===== config.mk =====
export PLATFORM = sky130hd
export DESIGN_NAME = srff_bank_arbiter_flat
export DESIGN_NICKNAME = d
export VERILOG_FILES = /design/src/rtl/srff_pkg.sv /design/src/rtl/srff_bank_arbiter_if.sv /design/src/rtl/srff_cell.sv /design/src/rtl/srff_bank_arbiter.sv /design/src/flat_wrapper.sv
export SDC_FILE = /design/constraint.sdc
export NUM_CORES = 1
export LEC_CHECK = 0
export CAP_MARGIN = 20
export CORE_MARGIN = 4
export CORE_UTILIZATION = 45
export DETAILED_ROUTE_END_ITERATION = 16
export PLACE_DENSITY = 0.78
export SLEW_MARGIN = 10
export SYNTH_ARGS = -nofsm -noshare
export SYNTH_HDL_FRONTEND = slang
export SYNTH_SLANG_ARGS = --single-unit

===== constraint.sdc =====
create_clock -name clk -period 1.3 [get_ports clk]
set_input_delay 0.13 -clock clk [delete_from_list [all_inputs] [get_ports clk]]
set_output_delay 0.13 -clock clk [all_outputs]
set_load 0.01 [all_outputs]

===== src/rtl/srff_pkg.sv =====
// Shared encodings and defaults for the SR flag bank arbiter.
// Opcodes, FSM states and bank sizing live here.
package srff_pkg;

    localparam int NFLAG_DEF = 8;
    localparam int IDX_W_DEF = 3;

    typedef enum logic [1:0] {
        OP_NOP = 2'b00,
        OP_SET = 2'b01,
        OP_CLR = 2'b10,
        OP_TGL = 2'b11
    } op_e;

    typedef enum logic [1:0] {
        ST_IDLE   = 2'd0,
        ST_APPLY  = 2'd1,
        ST_SETTLE = 2'd2
    } state_e;

endpackage


===== src/rtl/srff_bank_arbiter_if.sv =====
// Two-requester command bus for the SR flag bank.
// The requester side drives master, the arbiter uses slave.
interface srff_bank_arbiter_if #(
    parameter int IDX_W = srff_pkg::IDX_W_DEF
);
    import srff_pkg::*;

    logic             req0_valid;
    logic [1:0]       req0_op;
    logic [IDX_W-1:0] req0_idx;
    logic             req0_ready;

    logic             req1_valid;
    logic [1:0]       req1_op;
    logic [IDX_W-1:0] req1_idx;
    logic             req1_ready;

    modport master (
        output req0_valid, req0_op, req0_idx,
        input  req0_ready,
        output req1_valid, req1_op, req1_idx,
        input  req1_ready
    );

    modport slave (
        input  req0_valid, req0_op, req0_idx,
        output req0_ready,
        input  req1_valid, req1_op, req1_idx,
        output req1_ready
    );

endinterface


===== src/rtl/srff_cell.sv =====
// One SR flip-flop flag cell with asynchronous active-low clear.
// s=r=0 holds; the bank never presents s=r=1.
module srff_cell (
    input  logic clk,
    input  logic rst,
    input  logic s,
    input  logic r,
    output logic q
);

    logic flag_q;

    always_ff @(posedge clk or negedge rst) begin
        if (!rst) begin
            flag_q <= 1'b0;
        end else if (s) begin
            flag_q <= 1'b1;
        end else if (r) begin
            flag_q <= 1'b0;
        end
    end

    assign q = flag_q;

endmodule


===== src/rtl/srff_bank_arbiter.sv =====
// Round-robin arbiter feeding a bank of SR flag cells.
// One command per three cycles: IDLE accepts, APPLY writes, SETTLE reports.
module srff_bank_arbiter
    import srff_pkg::*;
#(
    parameter int NFLAG = NFLAG_DEF,
    parameter int IDX_W = IDX_W_DEF
) (
    input  logic               clk,
    input  logic               rst,
    srff_bank_arbiter_if.slave bus,
    output logic [NFLAG-1:0]   q,
    output logic               busy,
    output logic               done,
    output logic               err
);

    state_e           state_q, state_d;
    logic             ptr_q, ptr_d;
    op_e              op_q, op_d;
    logic [IDX_W-1:0] idx_q, idx_d;

    logic             idle;
    logic             gnt0;
    logic             gnt1;
    logic [NFLAG-1:0] s_vec;
    logic [NFLAG-1:0] r_vec;

    assign idle = (state_q == ST_IDLE);

    // ptr only breaks ties; a lone requester always wins
    assign gnt0 = bus.req0_valid & (~bus.req1_valid | ~ptr_q);
    assign gnt1 = bus.req1_valid & (~bus.req0_valid | ptr_q);

    assign bus.req0_ready = rst & idle & gnt0;
    assign bus.req1_ready = rst & idle & gnt1;

    always_comb begin
        state_d = state_q;
        ptr_d   = ptr_q;
        op_d    = op_q;
        idx_d   = idx_q;
        unique case (state_q)
            ST_IDLE: begin
                if (gnt0 | gnt1) begin
                    state_d = ST_APPLY;
                    ptr_d   = gnt0;
                    op_d    = gnt1 ? op_e'(bus.req1_op) : op_e'(bus.req0_op);
                    idx_d   = gnt1 ? bus.req1_idx : bus.req0_idx;
                end
            end
            ST_APPLY:  state_d = ST_SETTLE;
            ST_SETTLE: state_d = ST_IDLE;
            default:   state_d = ST_IDLE;
        endcase
    end

    always_ff @(posedge clk or negedge rst) begin
        if (!rst) begin
            state_q <= ST_IDLE;
            ptr_q   <= 1'b0;
            op_q    <= OP_NOP;
            idx_q   <= '0;
        end else begin
            state_q <= state_d;
            ptr_q   <= ptr_d;
            op_q    <= op_d;
            idx_q   <= idx_d;
        end
    end

    // TOGGLE drives exactly one of s/r from the current bit
    always_comb begin
        s_vec = '0;
        r_vec = '0;
        if (state_q == ST_APPLY) begin
            unique case (op_q)
                OP_SET: s_vec[idx_q] = 1'b1;
                OP_CLR: r_vec[idx_q] = 1'b1;
                OP_TGL: begin
                    s_vec[idx_q] = ~q[idx_q];
                    r_vec[idx_q] = q[idx_q];
                end
                default: ;
            endcase
        end
    end

    for (genvar i = 0; i < NFLAG; i++) begin : g_cell
        srff_cell u_cell (
            .clk (clk),
            .rst (rst),
            .s   (s_vec[i]),
            .r   (r_vec[i]),
            .q   (q[i])
        );
    end

    assign busy = ~idle;
    assign done = (state_q == ST_SETTLE);
    assign err  = done & (op_q == OP_NOP);

    a_no_sr: assert property (@(posedge clk) disable iff (!rst)
        (s_vec & r_vec) == '0);

endmodule


===== src/flat_wrapper.sv =====
// flat-port wrapper written by rule: the top's interface ports become plain ports
module srff_bank_arbiter_flat import srff_pkg::*;
#(
    parameter int NFLAG = NFLAG_DEF,
    parameter int IDX_W = IDX_W_DEF
)
  (clk, rst, q, busy, done, err, bus_req0_valid, bus_req0_op, bus_req0_idx, bus_req0_ready, bus_req1_valid, bus_req1_op, bus_req1_idx, bus_req1_ready);
  srff_bank_arbiter_if #(.IDX_W(IDX_W)) bus_i ();
  input  logic clk;
  input  logic rst;
  output logic [NFLAG-1:0] q;
  output logic busy;
  output logic done;
  output logic err;
  input wire logic [$bits(bus_i.req0_valid)-1:0] bus_req0_valid;
  input wire logic [$bits(bus_i.req0_op)-1:0] bus_req0_op;
  input wire logic [$bits(bus_i.req0_idx)-1:0] bus_req0_idx;
  output wire logic [$bits(bus_i.req0_ready)-1:0] bus_req0_ready;
  input wire logic [$bits(bus_i.req1_valid)-1:0] bus_req1_valid;
  input wire logic [$bits(bus_i.req1_op)-1:0] bus_req1_op;
  input wire logic [$bits(bus_i.req1_idx)-1:0] bus_req1_idx;
  output wire logic [$bits(bus_i.req1_ready)-1:0] bus_req1_ready;
  assign bus_i.req0_valid = bus_req0_valid;
  assign bus_i.req0_op = bus_req0_op;
  assign bus_i.req0_idx = bus_req0_idx;
  assign bus_req0_ready = bus_i.req0_ready;
  assign bus_i.req1_valid = bus_req1_valid;
  assign bus_i.req1_op = bus_req1_op;
  assign bus_i.req1_idx = bus_req1_idx;
  assign bus_req1_ready = bus_i.req1_ready;
  srff_bank_arbiter #(.NFLAG(NFLAG), .IDX_W(IDX_W)) u_core (.clk(clk), .rst(rst), .bus(bus_i), .q(q), .busy(busy), .done(done), .err(err));
endmodule

[Yosys cells after proc, flatten, opt, wreduce, memory -nomap -nowiden]
Cells that the tools add are included.
Operators by class
  $lt $le $gt $ge: 2
  bitwise operators: 16
  mux-type cells: 28
  eq/ne operators: 6
  reductions and logical operators: 12
Operators by type and width (count)
  $pmux W8 S2: 2
  $mux W1: 18
  $and A8 B8 Y8: 2
  $mux W8: 2
  $reduce_bool A2 Y1: 8
  $and A1 B1 Y1: 6
  $eq A2 B2 Y1 const B: 3
  $not A1 Y1: 5
  $eq A2 B1 Y1 const B: 2
  $logic_not A2 Y1: 2
  $lt A3 B4 Y1 const B: 1
  $mux W2: 2
  $pmux W2 S2: 1
  $bmux W1 S3: 1
  $demux W1 S3: 1
  $ge A3 B1 Y1 const B: 1
  $mux W3: 1
  $or A1 B1 Y1: 3
  $ne A2 B2 Y1 const B: 1
  $reduce_and A2 Y1: 1
  $logic_and A1 B1 Y1: 1
Word-level totals
  bits of input ports: 14
  logic and storage cells: 76
  output and inout port bits: 13
  bits in registers: 16

[Longest topological paths before layout]
Gate-level depths: netlist of run 1.
  word-level depth: 9
  mapped depth: 6

[By module]
From an unflattened synthesis of run 1, not the netlist that was laid out.
Unflattened totals
  cells, all modules: 127
  area total of the unflattened synthesis: 1077.3 um^2
Modules (own cells, without submodules)
  srff_bank_arbiter: seq. area each 200.2 um^2, cells an instance 103, area an instance 787.0 um^2, times used 1
  srff_cell: seq. area each 25.0 um^2, cells an instance 3, area an instance 36.3 um^2, times used 8

[Worst setup path before layout of run 1]
No wires, ideal clock.
  path kind: reg2out
  from: register u_core.state_q[1]
  to: output port bus_req1_ready
  setup slack: 53 ps
  buffers on the path: 1
  arrival time: 1117 ps
  data required time: 1170 ps
  stages on the path, launching flop included: 5
  cell sequence: dfrtp_1 nor2_1 clkbuf_1 nand2_1 nor3_1
Between the ends
  longest elaborated chain between the ends: 3
RTL lines
  from (decl): line srff_bank_arbiter.sv:18  | state_e state_q, state_d;
  from (signal assigned): line srff_bank_arbiter.sv:65  | state_q <= state_d;
  $logic_not A2 Y1: line srff_bank_arbiter.sv:29  | assign idle = (state_q == ST_IDLE);
  $and A1 B1 Y1 (2 in a row): line srff_bank_arbiter.sv:36  | assign bus.req1_ready = rst & idle & gnt1;
  to (decl): line flat_wrapper.sv:22  | output wire logic [$bits(bus_i.req1_ready)-1:0] bus_req1_ready;
Every way passes these cells.

[Worst setup path in the final report of run 1]
Ends and elaborated chain as after synthesis.

==> impl_metrics.env, run 1 <==
export IMPL_finalHoldViolations=0
export IMPL_clock_latency_ns=0.29
export IMPL_violations="negative setup slack"
export IMPL_cp_end_kind="primary output"
export IMPL_antenna_found_initial=0
export IMPL_setup_worst_path_class="reg2out"
export IMPL_powerDensity_nw_per_um2=2301
export IMPL_slowest_stage="dfrtp_1"
export IMPL_switching_share=0.3874
export IMPL_core_area_um2=1821
export IMPL_netSwitchingPower_mw=1.117
export IMPL_ys_ff_latch=16
export IMPL_hp_class="in2async"
export IMPL_cts_sinks=16
export IMPL_syn_area_per_cell_um2=9.496
export IMPL_max_cap_violations=0
export IMPL_crit_required_ns=1.17
export IMPL_max_slew_margin=0.8104
export IMPL_fin_ws_ns=-0.1290
export IMPL_num_rows=15
export IMPL_drt_first_pass_iters=4
export IMPL_cp_max_fo=5
export IMPL_wl_per_cell_um=13.72
export IMPL_r2r_start="u_core.state_q[1]$_DFFE_PN0P_"
export IMPL_htree_levels=1
export IMPL_die_area_um2=2785
export IMPL_crit_buf_inv=2
export IMPL_combPwrFrac=0.533
export IMPL_fp_dieW_um=52.78
export IMPL_num_io_pins=27
export IMPL_ant_nets=0
export IMPL_grt_overflow=0
export IMPL_cts_root_buf="clkbuf_4"
export IMPL_drive_above_1_share=0.2742
export IMPL_grt_first_pass_wirelength_mm=3.429
export IMPL_p_int_mw=1.766
export IMPL_leakage_nw=0.5472
export IMPL_ir_worst_vdd_mv=1.120
export IMPL_io_buffers=26
export IMPL_max_freq_mhz=699.8
export IMPL_cts_max_path_buffers=2
export IMPL_pre_cts_slack_ns=-0.3451
export IMPL_syn_cell_area_um2=902.1
export IMPL_drt_iter0_drc=1
export IMPL_layout_nets=139
export IMPL_routed_via_density=5.450
export IMPL_drv_slew=0
export IMPL_seqPwrFrac=0.350
export IMPL_tightest_slew_ns=0.2845
export IMPL_synth_nets=109
export IMPL_wl_mm=2.045
export IMPL_fin_util=0.6880
export IMPL_hpwl_mm=1.530
export IMPL_worstSetupStartpointType="flop"
export IMPL_vias=812
export IMPL_status="complete, but fails checks"
export IMPL_cts_made_buffers=3
export IMPL_clock_skew_ns=0.002296
export IMPL_synth_cell_type_count=24
export IMPL_final_setup_tns_ns=-0.4880
export IMPL_final_cell_count_no_fill=149
export IMPL_cp_arrival_ns=1.30
export IMPL_yosysWarnings=0
export IMPL_die_h_um=52.78
export IMPL_yosysSeqAreaShare=0.4438
export IMPL_grt_max_degree=17
export IMPL_start_util=0.4955
export IMPL_p_clk_frac=0.118
export IMPL_rsz0062_at_grt="true"
export IMPL_cts_tree="yes"
export IMPL_cts_clk_slew_worst_paths_ns=0.10
export IMPL_place_inst=142
export IMPL_crit_family="flip-flops"
export IMPL_worstPathCellList="nor2_1 -> buf_4 -> nand2_1 -> nor3_2 -> buf_2"
export IMPL_finalCriticalPeriod_ns=1.429
export IMPL_netlist_instances=95
export IMPL_post_route_drc_count=0
export IMPL_max_stage_delay_ns=0.43
export IMPL_crit_start="u_core.state_q[1]$_DFFE_PN0P_"
export IMPL_num_antenna_cells=0
export IMPL_grt_use_total=0.1696
export IMPL_gp_congestion=0.7876
export IMPL_fin_crit_sh=1.099
export IMPL_area_growth_pct=38.83
export IMPL_grt_pass1_vias=777
export IMPL_setup_viol=9
==> cells by family after synthesis <==
| logic type | Yosys count | share of synthesized area |
|---|---|---|
| AO/OA/AOI/OAI | 34 | 0.2164 |
| AND/OR/NAND/NOR | 27 | 0.1997 |
| buffers and inverters | 17 | 0.1290 |
| flip-flops | 16 | 0.4438 |
| multiplexers | 1 | 0.01110 |
==> placed cells by master, fill, tap and decap left out <==
cell type	count
a41oi_1	1
and4b_2	1
nor2b_4	2
nor3b_2	1
or2_1	1
inv_1	1
nand2b_1	3
nand2_1	3
clkdlybuf4s50_1	13
buf_4	10
buf_6	5
and4bb_2	1
dfrtp_1	16
o21ai_0	6
nor2b_1	3
a31oi_1	14
buf_2	4
clkbuf_8	1
a41oi_2	1
mux2i_1	1
and2_4	1
and3_4	1
and3b_2	1
dlygate4sd2_1	8
and4_1	1
nor3_2	1
inv_2	1
nand3b_1	5
clkbuf_4	3
nor2_1	2
a21oi_1	12
==> worst paths after layout <==
kind | to | slack (ns) | depth (start not counted)
max | bus_req1_ready | -0.13 | 5
min | u_core.state_q[1]$_DFFE_PN0P_ | 0.26 | 2
max reg2reg | u_core.idx_q[1]$_DFFE_PN0P_ | -0.03 | 7
min reg2reg | u_core.g_cell[1].u_cell.q$_DFFE_PN0P_ | 0.48 | 1
max in group asynchronous | u_core.ptr_q$_DFFE_PN0P_ | 0.87 | 2
min in group clk | u_core.op_q[1]$_DFFE_PN0P_ | 0.40 | 3
==> through the flow <==
stage               area (um^2)  hold slack [ns]  power (mW)
global placement           1167           0.4662       2.371
detailed placement         1167           0.4708       2.419
CTS                        1227           0.2729       2.809
floorplan                 902.1          -0.1656       1.915
finish                     1252           0.2585       2.882
global route               1252           0.2892       3.122
==> metal layers <==
metal	global-route usage	wire length (um)
met1	0.1866	823
met2	0.3079	1073
met4	0.07234	34
met5	0	0
met3	0.03704	113
==> registers in the layout, indices dropped and copies added, names as in the netlist <==
register,cells
u_core.g_cell.u_cell.q,8
u_core.ptr_q,1
u_core.state_q,2
u_core.op_q,2
u_core.idx_q,3
==> layout make-up <==
| class | count | area, um^2 |
|---|---|---|
| timing repair buffer | 40 | 351.6 |
| tap | 25 | 31.28 |
| inverter | 2 | 7.507 |
| fill | 157 | 568.0 |
| multi-input combinational | 62 | 425.4 |
| sequential | 16 | 400.4 |
| clock buffer | 4 | 36.28 |
==> Yosys cell counts <==
library cell,instances,area share
dfrtp_1,16,0.44
nand2_1,3,0.012
inv_1,2,0.0083
buf_4,8,0.067
nor3_1,1,0.0055
or2_1,1,0.0069
a41oi_1,2,0.019
mux2i_1,1,0.011
nor2_1,2,0.0083
and4_1,1,0.0097
nor3b_1,1,0.0083
and3_1,1,0.0069
and4b_1,1,0.011
nand3b_1,5,0.042
and2_4,1,0.0097
nor2b_1,5,0.035
nand2b_1,3,0.021
buf_6,3,0.037
and3b_1,1,0.0097
clkbuf_1,4,0.017
and4bb_1,1,0.014
a31oi_1,14,0.097
a21oi_1,12,0.067
o21ai_0,6,0.033
==> worst register-to-register path, cell delays in order, from the launching register on <==
cell and delay [ns]:
dfrtp_1 0.41, nor2_1 0.06, buf_4 0.15, buf_4 0.13, buf_6 0.11, buf_6 0.12
and2_4 0.15, a31oi_1 0.14
==> power by group through the flow <==
stage	clock, mW	combinational, mW	sequential [mW]
global route	0.362	1.71	1.05
floorplan	0	1.00	0.913
global placement	0	1.39	0.985
detailed placement	0	1.42	1.00
CTS	0.339	1.48	0.990
finish	0.339	1.54	1.01
==> timing repair <==
action                                  in CTS  in global routing
hold buffers                                 0                  0
pin swaps                                    1                  5
endpoints found under the setup margin      13                 17
resized for setup                           36                  8
setup buffers                                3                  0
Power figures use the tool's default switching activity.
==> inputs of run 2 (changes only) <==
CELL_PAD_IN_SITES_DETAIL_PLACEMENT = 0   (was default)
CELL_PAD_IN_SITES_GLOBAL_PLACEMENT = 1   (was default)
CORE_UTILIZATION = 34   (was 45)
PLACE_DENSITY = 0.79   (was 0.78)
==> impl_metrics.env, run 2 (synthesized netlist as in run 1, its figures left out) <==
export IMPL_status="complete, but fails checks"
export IMPL_violations="negative setup slack"
export IMPL_fp_dieW_um=59.51
export IMPL_rsz0062_at_grt="true"
export IMPL_globalRouteMet1Util=0.1528
export IMPL_die_area_um2=3541
export IMPL_p_int_mw=1.665
export IMPL_hpwl_mm=1.596
export IMPL_r2r_start="u_core.state_q[1]$_DFFE_PN0P_"
export IMPL_cp_arrival_ns=1.26
export IMPL_cts_root_buf="clkbuf_4"
export IMPL_grt_first_pass_wirelength_mm=3.463
export IMPL_layout_common_cells="dfrtp_1, a31oi_1, clkdlybuf4s50_1, buf_4, a21oi_1"
export IMPL_hp_class="in2async"
export IMPL_grt_use_total=0.1281
export IMPL_max_cap_violations=0
export IMPL_final_common_cell="dfrtp_1"
export IMPL_slowest_stage="dfrtp_1"
export IMPL_combPwrFrac=0.538
export IMPL_gp_congestion=0.7173
export IMPL_cts_made_buffers=3
export IMPL_grt_overflow=0
export IMPL_post_route_drc_count=0
export IMPL_fin_crit_sh=1.073
export IMPL_tightest_slew_ns=0.2851
export IMPL_max_slew_margin=0.8095
export IMPL_grt_max_degree=17
export IMPL_max_freq_mhz=717.1
export IMPL_met3_usage=0.03922
export IMPL_fin_util=0.4925
export IMPL_setup_worst_path_class="reg2out"
export IMPL_wl_per_cell_um=13.05
export IMPL_powerDensity_nw_per_um2=2215
export IMPL_final_cell_count_no_fill=154
export IMPL_io_buffers=26
export IMPL_cp_end_kind="primary output"
export IMPL_switching_share=0.3894
export IMPL_drive_above_1_share=0.2661
export IMPL_seqPwrFrac=0.371
export IMPL_timing_reg2reg_setup_slack_ns=0.03
export IMPL_ir_worst_vdd_mv=1.045
export IMPL_setup_viol=4
export IMPL_worstPathCellList="nor2_4 -> buf_4 -> nand2_1 -> nor3_2 -> buf_2"
export IMPL_wl_mm=2.009
export IMPL_drt_first_pass_iters=3
export IMPL_met2_usage=0.2153
export IMPL_grt_pass1_vias=781
export IMPL_start_util=0.3609
export IMPL_finalHoldViolations=0
export IMPL_netSwitchingPower_mw=1.062
export IMPL_vias=784
export IMPL_place_inst=147
export IMPL_cp_max_fo=3
export IMPL_core_area_um2=2500
export IMPL_grt_busiest_layer="met2"
export IMPL_die_h_um=59.51
export IMPL_cts_clk_slew_worst_paths_ns=0.09
export IMPL_drv_slew=0
export IMPL_drt_iter0_drc=9
export IMPL_routed_via_density=5.091
export IMPL_rr_worst_depth=4
export IMPL_cts_max_path_buffers=2
export IMPL_layout_nets=140
export IMPL_largest_register_ffs=8
export IMPL_leakage_nw=0.5398
export IMPL_worstSetupStartpointType="flop"
export IMPL_htree_levels=1
export IMPL_clock_latency_ns=0.28
export IMPL_finalCriticalPeriod_ns=1.395
export IMPL_max_stage_delay_ns=0.43
export IMPL_cts_sinks=16
export IMPL_num_io_pins=27
export IMPL_crit_required_ns=1.17
export IMPL_cts_tree="yes"
export IMPL_ant_nets=0
export IMPL_antenna_found_initial=0
export IMPL_crit_start="u_core.state_q[1]$_DFFE_PN0P_"
export IMPL_fin_ws_ns=-0.09455
export IMPL_area_growth_pct=36.48
export IMPL_clock_skew_ns=0.001873
export IMPL_num_rows=18
export IMPL_p_clk_frac=0.092
export IMPL_cp_endpoint="bus_req1_ready"
export IMPL_r2r_end="u_core.g_cell[6].u_cell.q$_DFFE_PN0P_"
export IMPL_num_antenna_cells=0
export IMPL_postCtsHoldBufs=0
==> run 2: cell count changes in the layout (fill, tap and decap cells not counted), moves of 2 or more <==
cell	before	now
buf_4	10	13
buf_6	5	3
nor2b_2	0	2
nor2b_4	2	0
==> run 2: routing by layer <==
metal / up-vias / wire length, um
met5: - / 0
met4: 0 / 7
met3: 2 / 155
met2: 24 / 967
met1: 357 / 878
li1: 401 / -
==> run 2: through the flow <==
step | TNS, ns | instance area [um^2] | setup WS (ns) | hold slack, ns | total power, mW
6_report | -0.2248 | 1231 | -0.09455 | 0.2603 | 2.727
5_1_grt | -0.8110 | 1231 | -0.2101 | 0.2899 | 2.994
4_1_cts | -0.2740 | 1201 | -0.1470 | 0.2838 | 2.647
3_5_place_dp | -1.761 | 1174 | -0.2879 | 0.4810 | 2.420
3_3_place_gp | -1.490 | 1174 | -0.2799 | 0.4720 | 2.371
2_1_floorplan | 0 | 902.1 | 0.05290 | -0.1656 | 1.915
==> run 2: area by class of cell <==
| cell class | instances | area (um^2) |
|---|---|---|
| inverter | 2 | 7.507 |
| clock buffer | 3 | 22.52 |
| tap | 30 | 37.54 |
| fill | 265 | 1269 |
| multi-input combinational | 62 | 411.6 |
| sequential | 16 | 400.4 |
| timing repair buffer | 41 | 351.6 |
==> run 2: worst min-delay path by stage <==
stage                                                        to  cells after the start  slack, ns
after global routing              u_core.state_q[1]$_DFFE_PN0P_                      2       0.29
after global placement    u_core.g_cell[1].u_cell.q$_DFFE_PN0P_                      1       0.47
after floorplan           u_core.g_cell[0].u_cell.q$_DFFE_PN0P_                      0      -0.17
after detailed placement  u_core.g_cell[1].u_cell.q$_DFFE_PN0P_                      1       0.48
after CTS                 u_core.g_cell[4].u_cell.q$_DFFE_PN0P_                      2       0.28
final                             u_core.state_q[1]$_DFFE_PN0P_                      2       0.26
==> run 2: worst max-delay path, delay by kind of cell (launching register included) <==
family / cells / cell delay [ns]
buffers and inverters: 2 / 0.26
DFF: 1 / 0.43
and+or+nand+nor: 3 / 0.29
==> run 2: what timing repair did <==
action,in CTS,in global routing
setup endpoints to repair,13,13
buffers inserted,2,2
pin swaps,1,2
gates cloned,0,0
resized for setup,33,9
==> run 2: power groups by stage <==
stage	combinational [mW]	sequential (mW)	clock, mW
3_3_place_gp	1.38	0.989	0
6_report	1.47	1.01	0.250
5_1_grt	1.65	1.06	0.284
4_1_cts	1.38	1.01	0.260
3_5_place_dp	1.42	1.00	0
2_1_floorplan	1.00	0.913	0
==> inputs of run 3 (changes only) <==
HOLD_SLACK_MARGIN = 0.12   (was default)
==> results of run 3 <==
No change in the layout: final DEF, timing and power equal those of run 2.
